`src/rtl/z80_stack_pop_seq.sv`:
```
// Z80 stack-pop sequencer for RET, RET cc and POP qq.
// Ports: start/op/cond/f_in/sp_in/ip_in in; mem_rd/mem_addr/mem_rdata/mem_ack; done bundle out.
module z80_stack_pop_seq (
  input  logic        clk,
  input  logic        reset_n,
  input  logic        start,
  input  logic [1:0]  op,
  input  logic [2:0]  cond,
  input  logic [7:0]  f_in,
  input  logic [15:0] sp_in,
  input  logic [15:0] ip_in,
  output logic        mem_rd,
  output logic [15:0] mem_addr,
  input  logic [7:0]  mem_rdata,
  input  logic        mem_ack,
  output logic        busy,
  output logic        done,
  output logic        taken,
  output logic [15:0] sp_out,
  output logic [15:0] ip_out,
  output logic [15:0] pop_data,
  output logic        sp_we,
  output logic        ip_we,
  output logic        qq_we
);

  typedef enum logic [2:0] {
    S_IDLE,
    S_COND,
    S_RD_LO,
    S_RD_HI,
    S_DONE
  } state_t;

  state_t      state;
  logic [1:0]  op_q;
  logic [2:0]  cond_q;
  logic [7:0]  f_q;
  logic [15:0] sp_q;
  logic [15:0] ip_q;
  logic [7:0]  lo_q;

  logic        flag;
  logic        cond_met;
  logic [15:0] sp_p1;
  logic [15:0] sp_p2;
  logic [15:0] ip_p1;
  logic [15:0] word;

  assign sp_p1 = sp_q + 16'd1;
  assign sp_p2 = sp_q + 16'd2;
  assign ip_p1 = ip_q + 16'd1;
  assign word  = {mem_rdata, lo_q};

  // cond[2:1] picks the flag, cond[0] is the polarity it must match.
  always_comb begin
    flag = 1'b0;
    unique case (cond_q[2:1])
      2'd0: flag = f_q[6];
      2'd1: flag = f_q[0];
      2'd2: flag = f_q[2];
      2'd3: flag = f_q[7];
      default: flag = 1'b0;
    endcase
    cond_met = 1'b0;
    unique case (op_q)
      2'd0: cond_met = 1'b1;
      2'd1: cond_met = (flag == cond_q[0]);
      2'd2: cond_met = 1'b1;
      default: cond_met = 1'b0;
    endcase
  end

  always_ff @(posedge clk or negedge reset_n) begin
    if (!reset_n) begin
      state    <= S_IDLE;
      op_q     <= 2'd0;
      cond_q   <= 3'd0;
      f_q      <= 8'd0;
      sp_q     <= 16'd0;
      ip_q     <= 16'd0;
      lo_q     <= 8'd0;
      mem_rd   <= 1'b0;
      mem_addr <= 16'd0;
      busy     <= 1'b0;
      done     <= 1'b0;
      taken    <= 1'b0;
      sp_out   <= 16'd0;
      ip_out   <= 16'd0;
      pop_data <= 16'd0;
      sp_we    <= 1'b0;
      ip_we    <= 1'b0;
      qq_we    <= 1'b0;
    end else begin
      unique case (state)
        S_IDLE: begin
          if (start) begin
            op_q   <= op;
            cond_q <= cond;
            f_q    <= f_in;
            sp_q   <= sp_in;
            ip_q   <= ip_in;
            busy   <= 1'b1;
            state  <= S_COND;
          end
        end
        S_COND: begin
          if (cond_met) begin
            mem_rd   <= 1'b1;
            mem_addr <= sp_q;
            state    <= S_RD_LO;
          end else begin
            done     <= 1'b1;
            taken    <= 1'b0;
            sp_out   <= sp_q;
            ip_out   <= ip_p1;
            pop_data <= 16'd0;
            ip_we    <= 1'b1;
            state    <= S_DONE;
          end
        end
        S_RD_LO: begin
          if (mem_ack) begin
            lo_q     <= mem_rdata;
            mem_addr <= sp_p1;
            state    <= S_RD_HI;
          end
        end
        S_RD_HI: begin
          if (mem_ack) begin
            mem_rd   <= 1'b0;
            mem_addr <= 16'd0;
            done     <= 1'b1;
            taken    <= 1'b1;
            sp_out   <= sp_p2;
            pop_data <= word;
            sp_we    <= 1'b1;
            ip_we    <= 1'b1;
            if (op_q == 2'd2) begin
              ip_out <= ip_p1;
              qq_we  <= 1'b1;
            end else begin
              ip_out <= word;
            end
            state    <= S_DONE;
          end
        end
        S_DONE: begin
          busy     <= 1'b0;
          done     <= 1'b0;
          taken    <= 1'b0;
          sp_out   <= 16'd0;
          ip_out   <= 16'd0;
          pop_data <= 16'd0;
          sp_we    <= 1'b0;
          ip_we    <= 1'b0;
          qq_we    <= 1'b0;
          state    <= S_IDLE;
        end
        default: state <= S_IDLE;
      endcase
    end
  end

endmodule

```
`config.mk`:
```
export PLATFORM = sky130hd
export DESIGN_NAME = z80_stack_pop_seq
export DESIGN_NICKNAME = d
export VERILOG_FILES = /design/src/rtl/z80_stack_pop_seq.sv
export SDC_FILE = /design/constraint.sdc
export NUM_CORES = 1
export LEC_CHECK = 0
export CORE_MARGIN = 1
export CORE_UTILIZATION = 24
export DETAILED_ROUTE_END_ITERATION = 7
export MAX_ROUTING_LAYER = met4
export PLACE_DENSITY = 0.45
export SLEW_MARGIN = 20
export SYNTH_ARGS = -nofsm -noshare
export SYNTH_HDL_FRONTEND = slang
export SYNTH_SLANG_ARGS = --single-unit
```
`constraint.sdc`:
```
create_clock -name clk -period 3.3 [get_ports clk]
set_input_delay 0.495 -clock clk [delete_from_list [all_inputs] [get_ports clk]]
set_output_delay 0.495 -clock clk [all_outputs]
set_load 0.1 [all_outputs]
```
==> metrics.md <==
| Metric | Value |
|---|---|
| Cell Chain, Critical Path | clkdlybuf4s50_1 |
| Highest Clock Rate | 0.4067 GHz |
| Most Crowded Layer GR | met2 |
| EDFF count, synth | 0 |
| Synthesized area per cell | 10.94 um2 |
| Clk Latency, worst-skew pair | 0.43 ns |
| Largest net degree at the start of global routing | 67 |
| Post-synthesis net count | 618 |
| P&R area growth vs syn | 34.19% |
| Initial antenna violation count | 0 |
| Root Driver | clkbuf_16 |
| Register-to-register setup slack | 0.84 ns |
| GR Util met1 | 0.1861 |
| Io pins | 128 |
| Post-route DRC | 0 |
| Most frequent cells in the layout | 122 x dfrtp_1, 79 x clkdlybuf4s50_1, 63 x nand2_1, 57 x mux2_2, 56 x buf_4 |
| Filler cell count | 2562 |
| Minimum clock period | 2.459 ns |
| YS warnings | 0 |
| Hold-fix buffers, CTS | 0 |
| GRT Util Overall | 0.1411 |
| Crit share post-route | 0.7452 |
| Outcome | finished clean |
| Vias in the first global route | 4762 |
| Post-CTS Setup Bufs | 0 |
| R2R Path Start | sp_q[1] |
| WP buf/inv | 1 |
| Crit-path leading delay family | buffers and inverters |
| Gr ovfl total | 0 |
| Routability-driven placement congestion ratio | 0.8266 |
| Initial DRC count | 184 |
| Post-DP HPWL | 12.51 mm |
| Least-Margin Pin Slew | 0.9860 ns |
| Setup crit end kind | output port |
| Hold WC Path Type | in -> async |
| Area of the multi-input gates | 2816 um2 |
| Pre-Repair DR Iteration Count | 4 |
| Layout cells sized above 1 | 0.2269 |
| Final Hold Violating Endpoints | 0 |
| Synthesized flop and latch total | 122 |
| Startpoint Class | flop |
| MaxCap Viol Count | 0 |
| Post-synth top flop | dfrtp_1 |
| CP Class | reg -> out |
| Die area | 26090 um2 |
| Clock Sinks | 122 |
| GR met3 Demand/Resource | 0.03261 |
| Num rows | 58 |
| Max Buffers Root-to-Sink | 2 |
| DRT antenna net count | 0 |
| Post-cts resize count | 0 |
| CTS buffer count | 17 |
| Max Clock Skew | 0.02359 ns |
| WL per Instance | 16.39 um |
| Clock slew at reported path FFs | 0.05 ns |
| Setup_tns | 0 ns |
| RSZ-0062 raised after global routing | false |
| Cell area after synthesis | 6107 um2 |
| Worst path max stage delay | 1.16 ns |
| Final Setup Violations | 0 |
| Initial Utilization | 0.2439 |
| R2r worst-path depth | 6 |
| H-tree Lvls | 4 |
| Worst EP required | 2.80 ns |
| Nets | 739 |
| Routed vias | 4612 |
| GR Layer Usage met2 | 0.2126 |
| Most common cell after layout, fill and taps aside | dfrtp_1 |
| Die Y | 161.5 um |
| First-pass GRT wire length | 27.17 mm |
| Post-Syn Instances | 558 |
| Diodes inserted | 0 |
| Data arrival time of the worst path | 1.96 ns |
| Slew margin rel. | 0.3406 |
| CP Max Fanout | 2 |
| Post-synth ARST share | 1.000 |
| CTS tree | built |
| Total wire length | 16.76 mm |
| Sequential area share after synthesis | 0.4999 |
| Core Footprint | 25040 um2 |
| Final Max Tran Viols | 0 |
| Port bufs | 123 |
| Routed vias/inst | 4.513 |
| Critical path's slowest cell | clkdlybuf4s50_1 |
| CP Depth | 1 |
| Die width | 161.5 um |
| Count of unique library cells instantiated by Yosys | 52 |
| FF-to-FF End | mem_addr[15] |
| Sequential cell area | 3053 um2 |
-- flip-flops by register name, summed over array words and instances, names as in the netlist, 2 cells and up --
register  flops
cond_q        3
f_q           4
ip_out       16
ip_q         16
lo_q          8
mem_addr     16
op_q          2
pop_data     16
sp_out       16
sp_q         16
state         3
-- layer usage --
metal / routed length (um) / share of wire
met5: 0 / 0
met4: 156 / 0.0093
met3: 899 / 0.054
met2: 7893 / 0.47
met1: 7805 / 0.47
-- final cells by class --
type | instances | area share
well taps | 330 | 0.05038
repair buffers | 136 | 0.1502
multi-input cells | 378 | 0.3437
clock inverters | 10 | 0.01435
flip-flops and latches | 122 | 0.3725
inverters | 24 | 0.01099
clock buffers | 22 | 0.05786
-- kinds of logic after synthesis --
group,after synthesis,synth area share
AO/OA/AOI/OAI,74,0.07437
XOR/XNOR,18,0.02581
adder cells (fa/ha/maj),3,0.006147
buffers and inverters,58,0.04118
flip-flops,122,0.4999
multiplexers,125,0.2237
AND/OR/NAND/NOR,158,0.1289
-- worst max path at each step --
stage	from	endpoint	slack, ns
5_1_grt	sp_q[1]	mem_addr[15]	0.70
2_1_floorplan	sp_q[1]	mem_addr[15]	1.29
6_report	ip_out[4]	ip_out[4]	0.84
3_3_place_gp	mem_ack	ip_out[7]	0.78
3_5_place_dp	mem_ack	ip_out[11]	0.74
4_1_cts	ip_out[4]	ip_out[4]	0.82
-- metrics by stage --
| stage | instance area [um2] | util | cells | setup slack, ns | hold WS [ns] |
|---|---|---|---|---|---|
| after global placement | 7604 | 0.3037 | 990 | 0.7776 | 0.4815 |
| after CTS | 8195 | 0.3273 | 1022 | 0.8235 | 0.2030 |
| after floorplan | 6107 | - | 558 | 1.290 | 0.1994 |
| after detailed placement | 7604 | 0.3037 | 990 | 0.7373 | 0.4816 |
| final | 8195 | 0.3273 | 1022 | 0.8410 | 0.1539 |
| after global routing | 8195 | 0.3273 | 1022 | 0.6999 | 0.2393 |
-- synth_stat cells (2+ instances only) --
| cell type | count | area (um2) |
|---|---|---|
| or4_1 | 4 | 30.03 |
| o21ai_0 | 33 | 165.2 |
| nand2b_1 | 4 | 25.02 |
| nand3_1 | 16 | 80.08 |
| buf_1 | 3 | 11.26 |
| nor3_1 | 7 | 35.03 |
| nor4_1 | 6 | 37.54 |
| mux2i_1 | 33 | 330.3 |
| a21o_1 | 3 | 22.52 |
| xor2_1 | 8 | 70.07 |
| a21oi_1 | 17 | 85.08 |
| o31ai_1 | 4 | 30.03 |
| o21a_1 | 2 | 15.01 |
| ha_1 | 3 | 37.54 |
| o21ai_2 | 2 | 17.52 |
| clkbuf_1 | 12 | 45.04 |
| nand2_1 | 63 | 236.5 |
| or3_1 | 3 | 18.77 |
| and3_1 | 4 | 25.02 |
| a31oi_1 | 2 | 12.51 |
| buf_4 | 4 | 30.03 |
| mux2_2 | 57 | 641.9 |
| dfrtp_1 | 122 | 3053 |
| buf_2 | 15 | 75.07 |
| nand4b_1 | 2 | 17.52 |
| nand4_1 | 9 | 56.30 |
| nor2_1 | 23 | 86.33 |
| xnor2_1 | 10 | 87.58 |
| a211oi_1 | 2 | 15.01 |
| mux2_1 | 35 | 394.1 |
| or2_2 | 3 | 18.77 |
| nor2b_1 | 4 | 25.02 |
| inv_1 | 24 | 90.09 |
Power is not shown: default switching activity piles up to over one toggle a cycle in this logic, so the estimate is an artifact.
